<file path="src/rtl/tia_hcount_pkg.sv">
// Shared definitions for the TIA 6-bit horizontal polynomial counter.
// Also used by the object position counters, which run the same LFSR.
package tia_hcount_pkg;

    localparam int HCNT_W = 6;

    typedef logic [HCNT_W-1:0] hcnt_t;

    // Phase counter values; strobes are decoded from PH_PHI1 and PH_PHI2.
    typedef enum logic [1:0] {
        PH_PHI1 = 2'd0,
        PH_GAP1 = 2'd1,
        PH_PHI2 = 2'd2,
        PH_GAP2 = 2'd3
    } ph_t;

    localparam hcnt_t HSYNC_SET  = 6'b001111;  // count 4
    localparam hcnt_t HSYNC_CLR  = 6'b111011;  // count 8
    localparam hcnt_t HBLANK_CLR = 6'b011101;  // count 17
    localparam hcnt_t TERMINAL   = 6'b001010;  // count 56
    localparam hcnt_t LOCKUP     = 6'b111111;

    function automatic hcnt_t lfsr6_next(input hcnt_t s);
        return {s[4:0], ~(s[5] ^ s[4])};
    endfunction

endpackage

</file>
<file path="src/rtl/tia_phase_gen.sv">
// Divide-by-4 phase counter producing the two-phase strobes hphi1/hphi2.
// rsyn and reset both park the counter at the hphi1 phase.
module tia_phase_gen
    import tia_hcount_pkg::*;
(
    input  logic       clk,
    input  logic       rst_l,
    input  logic       rsyn,
    output logic [1:0] ph,
    output logic       hphi1,
    output logic       hphi2
);

    ph_t ph_q;

    // NOTE: state registers use non-blocking assignments so every flop samples pre-edge values.
    always_ff @(posedge clk) begin
        if (!rst_l || rsyn) begin
            ph_q <= PH_PHI1;
        end else begin
            ph_q <= ph_t'(ph_q + 2'd1);
        end
    end

    assign ph    = ph_q;
    assign hphi1 = (ph_q == PH_PHI1);
    assign hphi2 = (ph_q == PH_PHI2);

endmodule

</file>
<file path="src/rtl/tia_horiz_sync_counter.sv">
// Horizontal timing source: phase strobes, 57-state polynomial line counter
// and the registered HSYNC / HBLANK / line-end decodes.
module tia_horiz_sync_counter
    import tia_hcount_pkg::*;
(
    input  logic       clk,
    input  logic       rst_l,
    input  logic       rsyn,
    output logic       hphi1,
    output logic       hphi2,
    output logic [5:0] hcnt,
    output logic       hsync,
    output logic       hblank,
    output logic       line_end
);

    logic [1:0] ph;
    hcnt_t      hcnt_q;
    hcnt_t      hcnt_nxt;
    logic       wrap;
    logic       advance;
    logic       hsync_q;
    logic       hblank_q;
    logic       line_end_q;

    tia_phase_gen u_phase_gen (
        .clk   (clk),
        .rst_l (rst_l),
        .rsyn  (rsyn),
        .ph    (ph),
        .hphi1 (hphi1),
        .hphi2 (hphi2)
    );

    // The counter advances on the edge that ends the hphi2 cycle.
    assign advance = (ph == PH_PHI2);

    // NOTE: every output of this block is assigned on all paths, so no latch is inferred.
    always_comb begin
        wrap     = (hcnt_q == TERMINAL) || (hcnt_q == LOCKUP);
        hcnt_nxt = wrap ? hcnt_t'(0) : lfsr6_next(hcnt_q);
    end

    always_ff @(posedge clk) begin
        if (!rst_l || rsyn) begin
            hcnt_q     <= '0;
            hsync_q    <= 1'b0;
            hblank_q   <= 1'b1;
            line_end_q <= 1'b0;
        end else begin
            line_end_q <= 1'b0;
            if (advance) begin
                hcnt_q <= hcnt_nxt;
                if (wrap) begin
                    hblank_q   <= 1'b1;
                    line_end_q <= 1'b1;
                end
                if (hcnt_nxt == HSYNC_SET)  hsync_q  <= 1'b1;
                if (hcnt_nxt == HSYNC_CLR)  hsync_q  <= 1'b0;
                if (hcnt_nxt == HBLANK_CLR) hblank_q <= 1'b0;
            end
        end
    end

    assign hcnt     = hcnt_q;
    assign hsync    = hsync_q;
    assign hblank   = hblank_q;
    assign line_end = line_end_q;

endmodule

</file>
<file path="config.mk">
export PLATFORM = sky130hd
export DESIGN_NAME = tia_horiz_sync_counter
export DESIGN_NICKNAME = d
export VERILOG_FILES = /design/src/rtl/tia_hcount_pkg.sv /design/src/rtl/tia_phase_gen.sv /design/src/rtl/tia_horiz_sync_counter.sv
export SDC_FILE = /design/constraint.sdc
export NUM_CORES = 1
export LEC_CHECK = 0
export ABC_AREA = 1
export CORE_MARGIN = 2
export CORE_UTILIZATION = 35
export CTS_CLUSTER_SIZE = 16
export DETAILED_ROUTE_END_ITERATION = 8
export HOLD_SLACK_MARGIN = 0.12
export SLEW_MARGIN = 20
export SYNTH_ARGS = -nofsm -noshare
export SYNTH_HDL_FRONTEND = slang
export SYNTH_HIERARCHICAL = 1
export SYNTH_SLANG_ARGS = --single-unit
</file>
<file path="constraint.sdc">
create_clock -name clk -period 3.7 [get_ports clk]
set_clock_uncertainty 0.1 [all_clocks]
set_input_delay 0.74 -clock clk [delete_from_list [all_inputs] [get_ports clk]]
set_output_delay 0.74 -clock clk [all_outputs]
set_load 0.005 [all_outputs]
</file>
Yosys cells after proc, flatten, opt, wreduce, memory -nomap -nowiden
Cells that the tools add are included.
{"block": "classes", "n_addsub": 1, "n_eq_ne": 6, "muxes": 6, "bitwise": 3, "n_reduce_logical": 9}
{"op": "6-bit by 4-bit equality test with 1-bit output (second input constant)", "count": 2}
{"op": "6-bit equality test (second input constant)", "count": 2}
{"op": "6-bit by 5-bit equality test with 1-bit output (second input constant)", "count": 1}
{"op": "6-bit two-way mux", "count": 1}
{"op": "1-bit two-way mux", "count": 5}
{"op": "2-bit AND reduction", "count": 2}
{"op": "2-bit nonzero test", "count": 2}
{"op": "2-bit by 1-bit adder with 2-bit output (second input constant)", "count": 1}
{"op": "2-bit equality test (second input constant)", "count": 1}
{"op": "2-bit logical NOT", "count": 1}
{"op": "1-bit logical OR", "count": 2}
{"op": "1-bit inverter", "count": 2}
{"op": "2-bit OR reduction", "count": 1}
{"op": "1-bit logical NOT", "count": 1}
{"op": "1-bit bitwise XOR", "count": 1}
{"block": "word_totals", "ff_bits": 11, "in_bits": 3, "out_inout_bits": 11, "elab_cells": 30}

Longest topological paths before layout
Gate-level depths: netlist of run 1.
{"block": "depth", "ltp_word": 6, "ltp_mapped": 10, "depth_no_buf": 10}

Modules after synthesis
Netlist of run 1, hierarchy kept.
{"module": "tia_horiz_sync_counter", "instances": 1, "cells_per_inst": 65, "area_each_um2": 480.5, "seq_area_each_um2": 180.2}
{"module": "tia_phase_gen", "instances": 1, "cells_per_inst": 11, "area_each_um2": 91.3, "seq_area_each_um2": 40.0}

Worst setup path before layout of run 1
OpenSTA, ideal clock, no wires.
{"block": "synth_timing", "path_kind": "in2reg", "start": "in rst_l", "end": "reg hblank_q (netlist: hblank)", "setup_ns": 0.117, "arrival_ns": 1.311, "required_ns": 3.483, "setup_slack_ns": 2.172, "cell_stages": 6, "path_buffers": 0, "cell_sequence": "inv_1 -> nor2_1 -> inv_1 -> nor2_1 -> nand2_1 -> a21boi_1"}
{"block": "synth_between", "elab_chain_cells": 2}
{"item": "start: declaration", "line": "tia_horiz_sync_counter.sv:7", "rtl": "input logic rst_l,"}
{"item": "1-bit logical NOT", "line": "tia_horiz_sync_counter.sv:45", "rtl": "if (!rst_l || rsyn) begin"}
{"item": "1-bit logical OR", "line": "tia_horiz_sync_counter.sv:45"}
{"item": "end signal: assignment", "line": "tia_horiz_sync_counter.sv:48", "rtl": "hblank_q <= 1'b1;"}
{"item": "end signal: assignment", "line": "tia_horiz_sync_counter.sv:55", "rtl": "hblank_q <= 1'b1;"}
{"item": "end signal: assignment", "line": "tia_horiz_sync_counter.sv:60", "rtl": "if (hcnt_nxt == HBLANK_CLR) hblank_q <= 1'b0;"}
{"item": "end: declaration", "line": "tia_horiz_sync_counter.sv:23", "rtl": "logic hblank_q;"}
No other way between the ends.
A chain may end at the register's enable or synchronous reset.

Final worst setup path of run 1
{"block": "layout_timing", "start": "reg u_phase_gen.ph_q[0] (netlist: u_phase_gen/ph[0])", "end": "out hphi1"}
{"block": "layout_between", "elab_chain_cells": 1}
{"item": "start: declaration", "line": "tia_phase_gen.sv:14", "rtl": "ph_t ph_q;"}
{"item": "start signal: assignment", "line": "tia_phase_gen.sv:21", "rtl": "ph_q <= ph_t'(ph_q + 2'd1);"}
{"item": "2-bit logical NOT", "line": "tia_phase_gen.sv:26", "rtl": "assign hphi1 = (ph_q == PH_PHI1);"}
{"item": "end: declaration", "line": "tia_horiz_sync_counter.sv:9", "rtl": "output logic hphi1,"}
No other way between the ends.

==> flow_summary.json, run 1 <==
{
  "status": "finished clean",
  "clk_pin_slew_worst_paths_ps": 70,
  "path_cells": "inv_1, ha_1, clkdlybuf4s50_1",
  "final-hold-violation-count": 0,
  "syn_area_um2": 572,
  "cp.required_ps": 2860,
  "min_path_type": "reg -> reg",
  "maxSlewHeadroom_pct": 79.7,
  "ant_nets": 0,
  "ios": 14,
  "startpoint": "u_phase_gen/ph[0]",
  "cts-root-buf": "clkbuf_4",
  "drt_iter0_markers": 8,
  "die_area_um2": 1970,
  "cts_hold_buf": 0,
  "power_density_nw_per_um2": 297,
  "drtPass1Iterations": 4,
  "grt_max_degree": 9,
  "crit_path_start_kind": "flop",
  "clkLatencyLatePin_ps": 280,
  "synth_seq_cells": 11,
  "cts_buffer_depth": 2,
  "globalplace.congestion": 0.801,
  "grt_pass1_wl_um": 2080,
  "max_stage_delay_ps": 440,
  "dp_hpwl_um": 905,
  "clock.fmax_mhz": 464,
  "setup_viol": 0,
  "grt-busiest-layer": "met2",
  "arrival_ps": 1320,
  "htreeDepth": 1,
  "end_kind": "primary output",
  "fin_setup_tns_ps": 0,
  "cts_tree": "built",
  "synth_nets": 83,
  "rsz0062_at_grt": "no",
  "multi_input_area_um2": 287,
  "yosysSeqAreaShare_pct": 38.5,
  "antenna_found_initial": 0,
  "die_y_um": 44.4,
  "dieWidth_um": 44.4,
  "cts_buffers": 3,
  "cp_max_fo": 3,
  "crit_family": "buffers and inverters",
  "met1_usage_pct": 18.8,
  "met3_usage_pct": 6.12,
  "avgSynthCellArea_um2": 7.52,
  "track_usage_pct": 15.1,
  "worst_pin_slew_ps": 304,
  "fin_total_pwr_w": 0.000222,
  "first_global_vias": 488,
  "synthCells": 76,
  "num_rows": 14,
  "n_antenna_cell": 0,
  "grt.met2_usage_pct": 22.6,
  "vias_per_cell": 4.68,
  "drv_slew": 0,
  "min_period_ps": 2160,
  "layout-drive-gt1-share_pct": 12.9,
  "vdd_drop_max_mv": 0.199,
  "drc": 0,
  "drt-wirelength-per-cell_um": 10.5,
  "worstHoldStart": "u_phase_gen/ph[0]",
  "ys.warnings.count": 6,
  "vias": 510,
  "initial_core_util_pct": 37.5,
  "timing.rr.start": "hcnt[4]",
  "cts_sinks": 11,
  "maxCapViolCount": 0,
  "slowest_stage": "clkdlybuf4s50_1",
  "cts_setup_buffers": 0,
  "synth.distinct_cells": 19,
  "routed_wl_um": 1150,
  "num-nets-final": 101,
  "cts_resized": 0,
  "area_growth_pct": 30.9,
  "critPathBufInv": 2,
  "grt-ovfl-total": 0,
  "min_period_over_period_pct": 58.2,
  "port_buffers": 13,
  "core_um2": 1520,
  "seqCellArea_um2": 220,
  "p_leak_nw": 0.295,
  "fillers": 154,
  "crit_type": "reg -> out"
}
[worst paths after layout]
kind	end	slack (ps)	cells past startpoint
worst min register to register	u_phase_gen/ph[0]	350	1
worst max-delay path	hphi1	1540	3
worst min-delay path	u_phase_gen/ph[0]	350	1
worst max register to register	hsync	2090	8
[where the power goes]
group	switching, W	total [W]	leakage, nW	internal, W
clock network	0.0000404	0.0000823	0.0150	0.0000419
logic	0.00000934	0.0000178	0.191	0.00000850
registers	0.00000183	0.000122	0.0890	0.000120
[synthesized netlist by cell type, drive strengths merged]
master	n	area [um^2]
inv	16	60.1
nand2	12	52.6
dfxtp	11	220
nor2	11	46.3
a21oi	6	33.8
ha	4	50.1
nand3	4	32.5
a211oi	3	22.5
o21ai	3	15.0
nand4	2	12.5
a21boi	1	7.51
and3	1	6.26
clkinv	1	5.00
o211ai	1	7.51
[logic make-up (layout without fill, tap and decap cells)]
kind of cell	after synthesis	in the layout	share of synthesized area, %
AO/OA/AOI/OAI	14	14	15.1
adder cells (fa/ha/maj)	4	4	8.75
flip-flops	11	11	38.5
AND/OR/NAND/NOR	30	30	26.3
buffers and inverters	17	34	11.4
[layer usage]
metal / wire (um) / vias up
met2: 490 / 11
met3: 61 / 2
li1: - / 273
met5: 0 / -
met4: 14 / 0
met1: 578 / 224
[cell type report]
| cell class | count | area share [%] |
|---|---|---|
| Multi-Input combinational cell | 48 | 38.3 |
| Sequential cell | 11 | 29.4 |
| Timing Repair Buffer | 13 | 17.4 |
| Inverter | 17 | 8.70 |
| Clock buffer | 4 | 3.51 |
| Tap cell | 16 | 2.68 |
[through the flow]
| stage | cell area [um^2] | utilization (%) | hold slack [ps] | worst slack [ps] | cells |
|---|---|---|---|---|---|
| after global placement | 722 | 47.4 | 336 | 1580 | 105 |
| final | 748 | 49.1 | 350 | 1540 | 109 |
| after floorplan | 572 | - | 312 | 2170 | 76 |
| after global routing | 748 | 49.1 | 373 | 1460 | 109 |
| after detailed placement | 722 | 47.4 | 344 | 1550 | 105 |
| after CTS | 748 | 49.1 | 354 | 1530 | 109 |
[worst register-to-register path, delay by kind of cell, from the launching register on]
| family | cells | cell delay [ps] |
|---|---|---|
| AO/OA/AOI/OAI | 2 | 280 |
| adder cells (fa/ha/maj) | 1 | 220 |
| buffers and inverters | 1 | 110 |
| flip-flops | 1 | 430 |
| AND/OR/NAND/NOR | 4 | 360 |
[cell usage in the layout, fill, tap and decap left out]
cell,n
a21oi_2,1
o211ai_1,1
a211oi_1,3
o21ai_0,3
a21boi_1,1
ha_1,4
nor2_1,9
nand2_1,9
clkbuf_4,3
nand3_1,3
nand4_1,2
clkinv_2,1
and3_1,1
nand2_2,3
nand3_4,1
inv_1,15
dfxtp_1,11
clkbuf_1,1
inv_2,1
nor2_2,2
a21oi_1,5
clkdlybuf4s50_1,13
[sequential cells by signal (all words and copies together) (netlist names)]
name	flops
hblank	1
hcnt	6
u_phase_gen/ph	2
hsync	1
line_end	1
No activity file was read; power rests on OpenSTA's default activity.
==> inputs of run 2 (changes only) <==
Clock period 3.7 ns to 2.1 ns, I/O delays scaled along.
==> results of run 2 <==
The final DEF is identical to that of run 1. Status: finished clean.
Main changes from that run: setup slack after placement 1550 ps -> 269 ps; setup slack after layout 1540 ps -> 265 ps; register-to-register setup slack 2090 ps -> 490 ps; total power 0.000222 W -> 0.000391 W; worst IR drop on VDD 0.199 mV -> 0.351 mV
